===== config.mk =====
export PLATFORM = sky130hd
export DESIGN_NAME = uint_limb_sbc_stream
export DESIGN_NICKNAME = d
export VERILOG_FILES = /design/src/rtl/uint_arith_pkg.sv /design/src/rtl/limb_sbc.sv /design/src/rtl/uint_limb_sbc_stream.sv
export SDC_FILE = /design/constraint.sdc
export NUM_CORES = 1
export LEC_CHECK = 0
export CAP_MARGIN = 15
export CORE_MARGIN = 5
export CORE_UTILIZATION = 48
export CTS_BUF_LIST = sky130_fd_sc_hd__clkbuf_8
export DETAILED_ROUTE_END_ITERATION = 10
export PLACE_DENSITY = 0.79
export SYNTH_ARGS = -nofsm -noshare
export SYNTH_HDL_FRONTEND = slang
export SYNTH_HIERARCHICAL = 1
export SYNTH_SLANG_ARGS = --single-unit

===== constraint.sdc =====
create_clock -name CLK -period 2.4 [get_ports CLK]
set_clock_uncertainty 0.1 [all_clocks]
set_input_delay 0.36 -clock CLK [delete_from_list [all_inputs] [get_ports CLK]]
set_output_delay 0.36 -clock CLK [all_outputs]
set_load 0.05 [all_outputs]

===== src/rtl/uint_arith_pkg.sv =====
// Shared types for the UInt limb arithmetic streams.
// Limb width default, limb type and the limb-walk state.
package uint_arith_pkg;

  localparam int DEF_LIMB_WIDTH = 3;

  typedef logic [DEF_LIMB_WIDTH-1:0] limb_t;

  typedef enum logic {
    FIRST = 1'b0,
    MID   = 1'b1
  } state_t;

endpackage


===== src/rtl/limb_sbc.sv =====
// Combinational one-limb subtract-with-borrow.
// d = a - b - bin modulo 2**W, bout set on underflow.
module limb_sbc #(
  parameter int W = uint_arith_pkg::DEF_LIMB_WIDTH
) (
  input  logic [W-1:0] a,
  input  logic [W-1:0] b,
  input  logic         bin,
  output logic [W-1:0] d,
  output logic         bout
);

  logic [W:0] diff;

  // Extended-width subtract; the top bit is the borrow.
  always_comb begin
    diff = {1'b0, a} - {1'b0, b} - {{W{1'b0}}, bin};
  end

  assign d    = diff[W-1:0];
  assign bout = diff[W];

endmodule


===== src/rtl/uint_limb_sbc_stream.sv =====
// Streaming multi-limb unsigned subtract-with-borrow.
// Limbs arrive LSB first; borrow is chained in a register.
module uint_limb_sbc_stream
  import uint_arith_pkg::*;
#(
  parameter int LIMB_WIDTH = DEF_LIMB_WIDTH,
  parameter int MAX_LIMBS  = 8,
  parameter int IDX_WIDTH  = 3
) (
  input  logic                  CLK,
  input  logic                  RESET,
  input  logic                  in_valid,
  output logic                  in_ready,
  input  logic [LIMB_WIDTH-1:0] I0,
  input  logic [LIMB_WIDTH-1:0] I1,
  input  logic                  BIN,
  input  logic                  in_last,
  output logic                  out_valid,
  input  logic                  out_ready,
  output logic [LIMB_WIDTH-1:0] O,
  output logic                  out_last,
  output logic                  BOUT,
  output logic [IDX_WIDTH-1:0]  limb_idx,
  output logic                  TRUNC
);

  localparam logic [IDX_WIDTH-1:0] LAST_IDX =
    IDX_WIDTH'(MAX_LIMBS - 1);

  state_t                 state;
  logic                   borrow;
  logic [IDX_WIDTH-1:0]   count;
  logic                   accept;
  logic                   borrow_in;
  logic                   last_eff;
  logic [LIMB_WIDTH-1:0]  d;
  logic                   bo;

  assign in_ready = !out_valid || out_ready;
  assign accept   = in_valid && in_ready;
  assign last_eff = in_last || (count == LAST_IDX);

  // First limb takes the external borrow, later limbs the chain.
  always_comb begin
    borrow_in = borrow;
    if (state == FIRST) borrow_in = BIN;
  end

  limb_sbc #(
    .W(LIMB_WIDTH)
  ) u_sbc (
    .a   (I0),
    .b   (I1),
    .bin (borrow_in),
    .d   (d),
    .bout(bo)
  );

  // Output register, borrow chain, limb counter and state.
  always_ff @(posedge CLK) begin
    if (RESET) begin
      out_valid <= 1'b0;
      out_last  <= 1'b0;
      BOUT      <= 1'b0;
      TRUNC     <= 1'b0;
      O         <= '0;
      limb_idx  <= '0;
      borrow    <= 1'b0;
      count     <= '0;
      state     <= FIRST;
    end else if (accept) begin
      out_valid <= 1'b1;
      O         <= d;
      out_last  <= last_eff;
      TRUNC     <= last_eff && !in_last;
      BOUT      <= last_eff && bo;
      limb_idx  <= count;
      count     <= last_eff ? '0 : count + 1'b1;
      borrow    <= last_eff ? 1'b0 : bo;
      state     <= last_eff ? FIRST : MID;
    end else if (out_ready) begin
      out_valid <= 1'b0;
    end
  end

endmodule


==> results of run 1 <==
## registers in the layout, indices dropped and copies added, names as in the netlist
signal and cells:
BOUT 1, TRUNC 1, O 3, limb_idx 3
count 3, out_last 1, borrow 1, out_valid 1
state 1
## power by group
| group | total [W] | switching (W) | internal, W |
|---|---|---|---|
| Sequential | 0.000268 | 0.00000659 | 0.000261 |
| Clock | 0.000209 | 0.0000937 | 0.000115 |
| Combinational | 0.000146 | 0.0000834 | 0.0000625 |
## per-layer routing
layer  up-vias  wire length [um]  track usage, %
met3         5                96           3.438
met4         0                47           9.170
li1        350                 -               -
met2        26               762           24.36
met5         -                 0               0
met1       320               705           14.49
## cell usage in the layout (no fill, tap or decap), drive strengths merged, types with 2 or more instances in the layout
cell / n
inv: 9
xnor2: 2
o21ai: 13
dfxtp: 15
clkdlybuf4s50: 21
nand3: 7
ha: 4
nand2b: 5
nor2b: 4
fa: 2
nor2: 3
a21oi: 10
nand4: 4
clkbuf: 3
buf: 3
## worst paths after layout
kind	endpoint	cells past startpoint	start	slack (ns)
worst max-delay path	borrow	11	BIN	0.11
worst min-delay path	TRUNC	2	TRUNC	0.37
worst max register to register	borrow	10	state	0.28
worst min register to register	TRUNC	2	TRUNC	0.37
## critical path: cells and delay by family
kind / cells / cell delay [ns]
fa+ha+maj: 2 / 0.68
compound gates: 1 / 0.09
mux: 1 / 0.14
simple gates: 4 / 0.40
xor+xnor: 1 / 0.12
buf+inv: 2 / 0.50
## stage by stage
stage	instance area [um^2]	hold WS, ns	setup TNS (ns)
2_1_floorplan	830.8	0.3454	0
3_3_place_gp	1032	0.3617	-0.08034
3_5_place_dp	1032	0.3663	-0.3040
4_1_cts	1079	0.3749	0
5_1_grt	1081	0.3946	0
6_report	1081	0.3728	0
## final cells by class
class / count / share of cell area [%]
Clock buffer: 3 / 3.819
Clock inverter: 1 / 0.4630
Inverter: 9 / 3.819
Multi-Input combinational cell: 60 / 40.62
Sequential cell: 15 / 27.78
Tap cell: 17 / 1.968
Timing Repair Buffer: 24 / 21.53
## what timing repair did
action	4_1_cts	5_1_grt
endpoints found under the setup margin	0	1
gates resized for setup	0	1
setup buffers	0	0
## logic make-up (layout without fill, tap and decap cells)
group,after synthesis,count (layout),synth area share [%]
flops,15,15,36.14
buf+inv,15,37,11.29
xor+xnor,2,2,2.109
fa+ha+maj,6,6,10.84
simple gates,27,27,21.99
mux,1,1,1.355
compound gates,24,24,16.27
==> impl_metrics.json, run 1 <==
{
  "grt_first_pass_wirelength_um": 2739,
  "synth.distinct_cells": 30,
  "hold_buffers": 0,
  "num-fill-cells": 154,
  "pre_cts_ws_ns": -0.1547,
  "hold_violations": 0,
  "worstSetupStartpointType": "input pin",
  "crit_chain": "clkdlybuf4s50_1, mux2_2, inv_1, fa_1, ha_1, nand2_1, nand3b_1, xnor2_1, nor2b_2, nand4_1, o21ai_0",
  "cts.htree.levels": 1,
  "path_class": "input pin to flop",
  "finalCritPeriodShare_pct": 95.22,
  "io-pin-count": 23,
  "nets": 131,
  "grt_pass1_vias": 686,
  "finalWeightedCongestion": 0.7498,
  "die-area_um2": 2663,
  "ant_nets": 0,
  "tightest_slew_ns": 0.4980,
  "p_leak_nw": 0.4186,
  "outcome": "finished clean",
  "critPathMaxFanout": 2,
  "grt_usage_pct": 13.87,
  "critical-path-slowest-cell": "clkdlybuf4s50_1",
  "cts_tree": "done",
  "cts.sinks": 15,
  "wirelength_um": 1612,
  "multiInputGateArea_um2": 439.2,
  "grt_max_degree": 17,
  "core_area_um2": 1689,
  "utilization_pct": 64.00,
  "die_y_um": 51.61,
  "ir_worst_vdd_mv": 0.2973,
  "max_cap_violations": 0,
  "drive_gt1_share_pct": 16.96,
  "cp.required_ns": 2.42,
  "synth_edf_count": 0,
  "place_inst": 125,
  "viasPerCell": 5.434,
  "dp_hpwl_um": 1221,
  "ys_seq_area_share_pct": 36.14,
  "numCtsBuffers": 3,
  "synth_seq_cells": 15,
  "yosysWarnings": 6,
  "avgSynthCellArea_um2": 9.231,
  "fmax_mhz": 437.6,
  "num_vias": 701,
  "drt-wirelength-per-cell_um": 12.50,
  "slowest_delay_ns": 0.46,
  "rsz0062_at_grt": "no",
  "period_needed_ns": 2.285,
  "io_buffers": 22,
  "synth-main-ff-cell": "dfxtp_1",
  "synth_area_leader_cell": "dfxtp_1",
  "clkTransAtPathRegs_ns": 0.06,
  "drc": 0,
  "synth.most_common_cell": "dfxtp_1",
  "fin_cells": 129,
  "netlist_instances": 90,
  "netlist_area_um2": 830.8,
  "max_slew_margin_pct": 66.69,
  "synth_nets": 108,
  "insertion_delay_ns": 0.25,
  "antenna_found_initial": 0,
  "synthTopCellsByCount": "dfxtp_1 (15), o21ai_0 (12), a21oi_1 (7), inv_1 (7), nand2b_1 (5)",
  "power_density_nw_per_um2": 575.8,
  "clk_path_buf_depth": 2,
  "drv_slew": 0,
  "seq_area_um2": 300.3,
  "die_x_um": 51.61,
  "grt_remaining_overflow": 0,
  "yosys-top-cells-area": "dfxtp_1 (36%), o21ai_0 (7.2%), ha_1 (6.0%)",
  "cts-root-buf": "clkbuf_8",
  "post-synth-top-area-fraction_pct": 36.14,
  "async_flop_share_pct": 0,
  "diodes": 0,
  "fin_ws_ns": 0.1147,
  "end_kind": "flop",
  "worstHoldPathType": "flop to flop",
  "row_count": 15,
  "setup_viol": 0,
  "firstDrtPassIters": 4,
  "arrival_ns": 2.31,
  "first_iter_violations": 8,
  "area_delta_synth_final_pct": 30.12,
  "start_util_pct": 49.19,
  "p_total_w": 0.0006224
}
Note: power is estimated with default switching activity, not from simulation.
==> run 2: changes to the inputs <==
--- a/config.mk
+++ b/config.mk
@@ -7,11 +7,13 @@
 export LEC_CHECK = 0
 export CAP_MARGIN = 15
 export CORE_MARGIN = 5
-export CORE_UTILIZATION = 48
+export CORE_UTILIZATION = 25
 export CTS_BUF_LIST = sky130_fd_sc_hd__clkbuf_8
 export DETAILED_ROUTE_END_ITERATION = 10
-export PLACE_DENSITY = 0.79
+export GPL_TIMING_DRIVEN = 1
+export PLACE_DENSITY = 0.46
 export SYNTH_ARGS = -nofsm -noshare
 export SYNTH_HDL_FRONTEND = slang
 export SYNTH_HIERARCHICAL = 1
 export SYNTH_SLANG_ARGS = --single-unit
+export TNS_END_PERCENT = 50
==> run 2 against run 1 <==
Against the previous run: via count down 4.1%; largest cell class unchanged; combinational power about the same; critical endpoint is now BOUT; largest power group unchanged; critical path type unchanged; core utilization down 30 points; critical path depth unchanged; setup slack better by 0.074 ns.
==> impl_metrics.json, run 2 (synthesis gave the netlist of run 1 again) <==
{
  "outcome": "finished clean",
  "worstHoldPathType": "flop to flop",
  "start_util_pct": 25.30,
  "cts_setup_buffers": 0,
  "cts.sinks": 15,
  "viasPerCell": 4.253,
  "die-area_um2": 4576,
  "reg_top3": "O (3), count (3), limb_idx (3)",
  "numCtsBuffers": 3,
  "firstDrtPassIters": 4,
  "tightest_slew_ns": 0.5000,
  "routed-wl-met3_um": 121,
  "insertion_delay_ns": 0.24,
  "max_slew_margin_pct": 66.56,
  "drc": 0,
  "hold_buffers": 0,
  "cts_repair_resize_count": 0,
  "grt_first_pass_wirelength_um": 2973,
  "cts-root-buf": "clkbuf_8",
  "first_iter_violations": 22,
  "end_kind": "flop",
  "p_total_w": 0.0006070,
  "drive_gt1_share_pct": 15.18,
  "cts_tree": "done",
  "period_needed_ns": 2.211,
  "hold_violations": 0,
  "area_delta_synth_final_pct": 34.04,
  "num_vias": 672,
  "utilization_pct": 33.90,
  "wl_met2_um": 738,
  "wl_met1_um": 871,
  "io-pin-count": 23,
  "fmax_mhz": 452.2,
  "fin_ws_ns": 0.1885,
  "arrival_ns": 2.29,
  "seq_area_um2": 300.3,
  "ir_worst_vdd_mv": 0.1822,
  "most-common-layout-cells": "clkdlybuf4s50_1 (21), dfxtp_1 (15), o21ai_0 (12)",
  "critPathMaxFanout": 2,
  "core_area_um2": 3284,
  "multiInputGateArea_um2": 436.7,
  "drt-wirelength-per-cell_um": 11.08,
  "clk_path_buf_depth": 2,
  "power_density_nw_per_um2": 545.1,
  "row_count": 21,
  "setup_viol": 0,
  "pre_cts_ws_ns": -0.08435,
  "die_y_um": 67.65,
  "nets": 131,
  "die_x_um": 67.65,
  "clkTransAtPathRegs_ns": 0.06,
  "antenna_found_initial": 0,
  "highest_layer": "met4",
  "grt_usage_pct": 8.239,
  "diodes": 0,
  "wirelength_um": 1750,
  "worstSetupStartpointType": "input pin",
  "num-fill-cells": 370,
  "p_leak_nw": 0.4192,
  "rsz0062_at_grt": "no",
  "max_cap_violations": 0,
  "dp_hpwl_um": 1310,
  "path_class": "input pin to flop",
  "grt_pass1_vias": 678,
  "grt_remaining_overflow": 0,
  "cp.required_ns": 2.48,
  "finalWeightedCongestion": 0.7374,
  "grt_max_degree": 17,
  "io_buffers": 22,
  "final_common_cell": "clkdlybuf4s50_1",
  "drv_slew": 0,
  "ant_nets": 0,
  "finalCritPeriodShare_pct": 92.15,
  "cts.htree.levels": 1
}
==> run 2: final timing paths <==
kind         start   end  slack [ns]  depth (start not counted)
max            BIN  BOUT        0.19                         11
min           BOUT  BOUT        0.37                          2
max reg2reg  state  BOUT        0.36                         10
min reg2reg   BOUT  BOUT        0.37                          2
==> run 2: metrics by stage <==
stage / cell area (um^2) / cells / TNS (ns) / hold WS [ns]
floorplan: 830.8 / 90 / 0 / 0.3454
global placement: 1069 / 154 / -0.09854 / 0.3616
detailed placement: 1069 / 154 / -0.1502 / 0.3628
CTS: 1114 / 158 / 0 / 0.3755
global route: 1114 / 158 / 0 / 0.4079
finish: 1114 / 158 / 0 / 0.3690
==> run 2: routing by layer <==
metal  vias up  track usage (%)
li1        352                -
met1       303            11.08
met2        15            12.76
met3         2            1.830
met4         0            3.038
met5         -                0
==> run 2: critical path, cell delays in order <==
cell             delay (ns)
clkdlybuf4s50_1        0.45
mux2_2                 0.13
inv_1                  0.04
fa_1                   0.38
ha_1                   0.28
nand2_1                0.06
nand3b_1               0.09
xnor2_1                0.12
nor2b_1                0.19
o2111ai_1              0.12
o21ai_1                0.08
==> run 2: report_power, final <==
part,total (W),internal (W),switching (W)
logic,0.000146,0.0000620,0.0000837
clock network,0.000193,0.000113,0.0000805
registers,0.000268,0.000261,0.00000656
total,0.000607,0.000436,0.000171
==> run 2: area by class of cell <==
cell class,count,share of cell area (%)
Clock buffer,3,3.708
Clock inverter,1,0.3371
Inverter,9,3.708
Multi-Input combinational cell,60,39.21
Sequential cell,15,26.97
Tap cell,46,5.169
Timing Repair Buffer,24,20.90
==> run 3: changes to the inputs <==
--- a/config.mk
+++ b/config.mk
@@ -6,7 +6,7 @@
 export NUM_CORES = 1
 export LEC_CHECK = 0
 export CAP_MARGIN = 15
-export CORE_MARGIN = 5
+export CORE_MARGIN = 1.5
 export CORE_UTILIZATION = 25
 export CTS_BUF_LIST = sky130_fd_sc_hd__clkbuf_8
 export DETAILED_ROUTE_END_ITERATION = 10
==> constraint.sdc (replaced) <==
create_clock -name CLK -period 2.5 [get_ports CLK]
set_clock_uncertainty 0.1 [all_clocks]
set_input_delay 0.375 -clock CLK [delete_from_list [all_inputs] [get_ports CLK]]
set_output_delay 0.375 -clock CLK [all_outputs]
set_load 0.05 [all_outputs]
==> run 3 against run 2 <==
Against the previous run: sequential power is 4% lower; register-to-register slack better by 0.08 ns; count of clock-buffer cells in the layout stayed put; clock power hardly changed; global-route usage is 2.3 points higher; die area is 20% lower; sequential cell count stayed put.
==> impl_metrics.json, run 3 (synthesis gave the netlist of run 1 again) <==
{
  "io-pin-count": 23,
  "row_count": 20,
  "hold_violations": 0,
  "viasPerCell": 4.321,
  "reg_top3": "O (3), count (3), limb_idx (3)",
  "p_total_w": 0.0005905,
  "cts-root-buf": "clkbuf_8",
  "io_buffers": 22,
  "switching_share_pct": 29.02,
  "wirelength_um": 1671,
  "ff2ff_path_depth": 10,
  "ir_worst_vdd_mv": 0.1379,
  "crit_chain": "clkdlybuf4s50_1, mux2_2, inv_1, fa_1, ha_1, nand2_1, nand3b_1, xnor2_1, nor2b_1, o2111ai_1, o21ai_1",
  "core_area_um2": 3103,
  "cp.required_ns": 2.58,
  "final_common_cell": "clkdlybuf4s50_1",
  "worstSetupStartpointType": "input pin",
  "grt_usage_pct": 10.55,
  "grt_max_degree": 17,
  "arrival_ns": 2.33,
  "finalWeightedCongestion": 0.6846,
  "grt_remaining_overflow": 0,
  "p_comb_share_pct": 23.6,
  "hold_buffers": 0,
  "drv_slew": 0,
  "finalCritPeriodShare_pct": 89.78,
  "die-area_um2": 3678,
  "worstHoldPathType": "flop to flop",
  "clockPowerShare_pct": 32.8,
  "slowest_delay_ns": 0.45,
  "cts_repair_resize_count": 0,
  "power_switching_w": 0.0001714,
  "drive_gt1_share_pct": 15.18,
  "cts.sinks": 15,
  "end_kind": "flop",
  "firstDrtPassIters": 4,
  "area_delta_synth_final_pct": 33.74,
  "cts_setup_buffers": 0,
  "antenna_found_initial": 0,
  "p_int_w": 0.0004191,
  "path_class": "input pin to flop",
  "first_iter_violations": 6,
  "num_vias": 674,
  "utilization_pct": 35.81,
  "critPathMaxFanout": 2,
  "drt-wirelength-per-cell_um": 10.71,
  "drc": 0,
  "rsz0062_at_grt": "no",
  "ant_nets": 0,
  "start_util_pct": 26.77,
  "grt_pass1_vias": 676,
  "grt_first_pass_wirelength_um": 2835,
  "nets": 131,
  "cts_tree": "done",
  "power_density_nw_per_um2": 531.4,
  "p_seq_share_pct": 43.6,
  "period_needed_ns": 2.244,
  "holdPathStages": 2,
  "outcome": "finished clean",
  "fmax_mhz": 445.5,
  "tightest_slew_ns": 0.4927,
  "clk_path_buf_depth": 2,
  "most-common-layout-cells": "clkdlybuf4s50_1 (21), dfxtp_1 (15), o21ai_0 (12)",
  "critical-path-slowest-cell": "clkdlybuf4s50_1",
  "die_x_um": 60.65,
  "die_y_um": 60.65,
  "cts.htree.levels": 1,
  "p_leak_nw": 0.4192,
  "max_cap_violations": 0,
  "numCtsBuffers": 3,
  "diodes": 0,
  "clkTransAtPathRegs_ns": 0.06,
  "setup_viol": 0,
  "dp_hpwl_um": 1257,
  "insertion_delay_ns": 0.25,
  "max_slew_margin_pct": 67.05
}
run 3: final cells by class:
cell class,instances,area (um^2)
clock buffer,3,41.29
clock inverter,1,3.754
fill,360,1992
inverter,9,41.29
multi-input combinational,60,436.7
sequential,15,300.3
tap,44,55.05
timing repair buffer,24,232.7
run 3: power groups by stage:
stage                     Combinational (W)  Clock, W  Sequential (W)
final                              0.000140  0.000194        0.000257
after global routing               0.000154  0.000207        0.000258
after CTS                          0.000141  0.000200        0.000257
after detailed placement           0.000141         0        0.000263
after global placement             0.000141         0        0.000262
after floorplan                   0.0000680         0        0.000291
run 3: path summary, 6_finish.rpt:
check | startpoint | to | slack (ns)
hold reg to reg | TRUNC | TRUNC | 0.37
hold / removal | TRUNC | TRUNC | 0.37
setup reg to reg | state | BOUT | 0.44
setup / recovery | BIN | BOUT | 0.26
run 3: stage by stage:
| step | setup WS (ns) | instance area, um^2 | cells | hold slack (ns) | setup TNS [ns] |
|---|---|---|---|---|---|
| after floorplan | 0.5749 | 830.8 | 90 | 0.3454 | 0 |
| after global placement | 0.007139 | 1066 | 152 | 0.3652 | 0 |
| after detailed placement | -0.01744 | 1066 | 152 | 0.3663 | -0.02761 |
| after CTS | 0.2347 | 1111 | 156 | 0.3750 | 0 |
| after global routing | 0.1153 | 1111 | 156 | 0.4070 | 0 |
| final | 0.2555 | 1111 | 156 | 0.3679 | 0 |
run 3: worst max-delay path: cells and delay by family:
family | cells | cell delay, ns
muxes | 1 | 0.13
xor gates and xnor gates | 1 | 0.13
and+or+nand+nor | 3 | 0.33
AOI/OAI and AO/OA | 2 | 0.21
buffers and inverters | 2 | 0.49
adders and majority gates | 2 | 0.66
run 3: layer usage:
layer | share of wire [%] | up-vias | track usage, %
li1 | - | 352 | -
met1 | 49 | 299 | 12.69
met2 | 44 | 19 | 16.90
met3 | 4.3 | 4 | 1.919
met4 | 2.3 | 0 | 7.453
met5 | 0 | - | 0
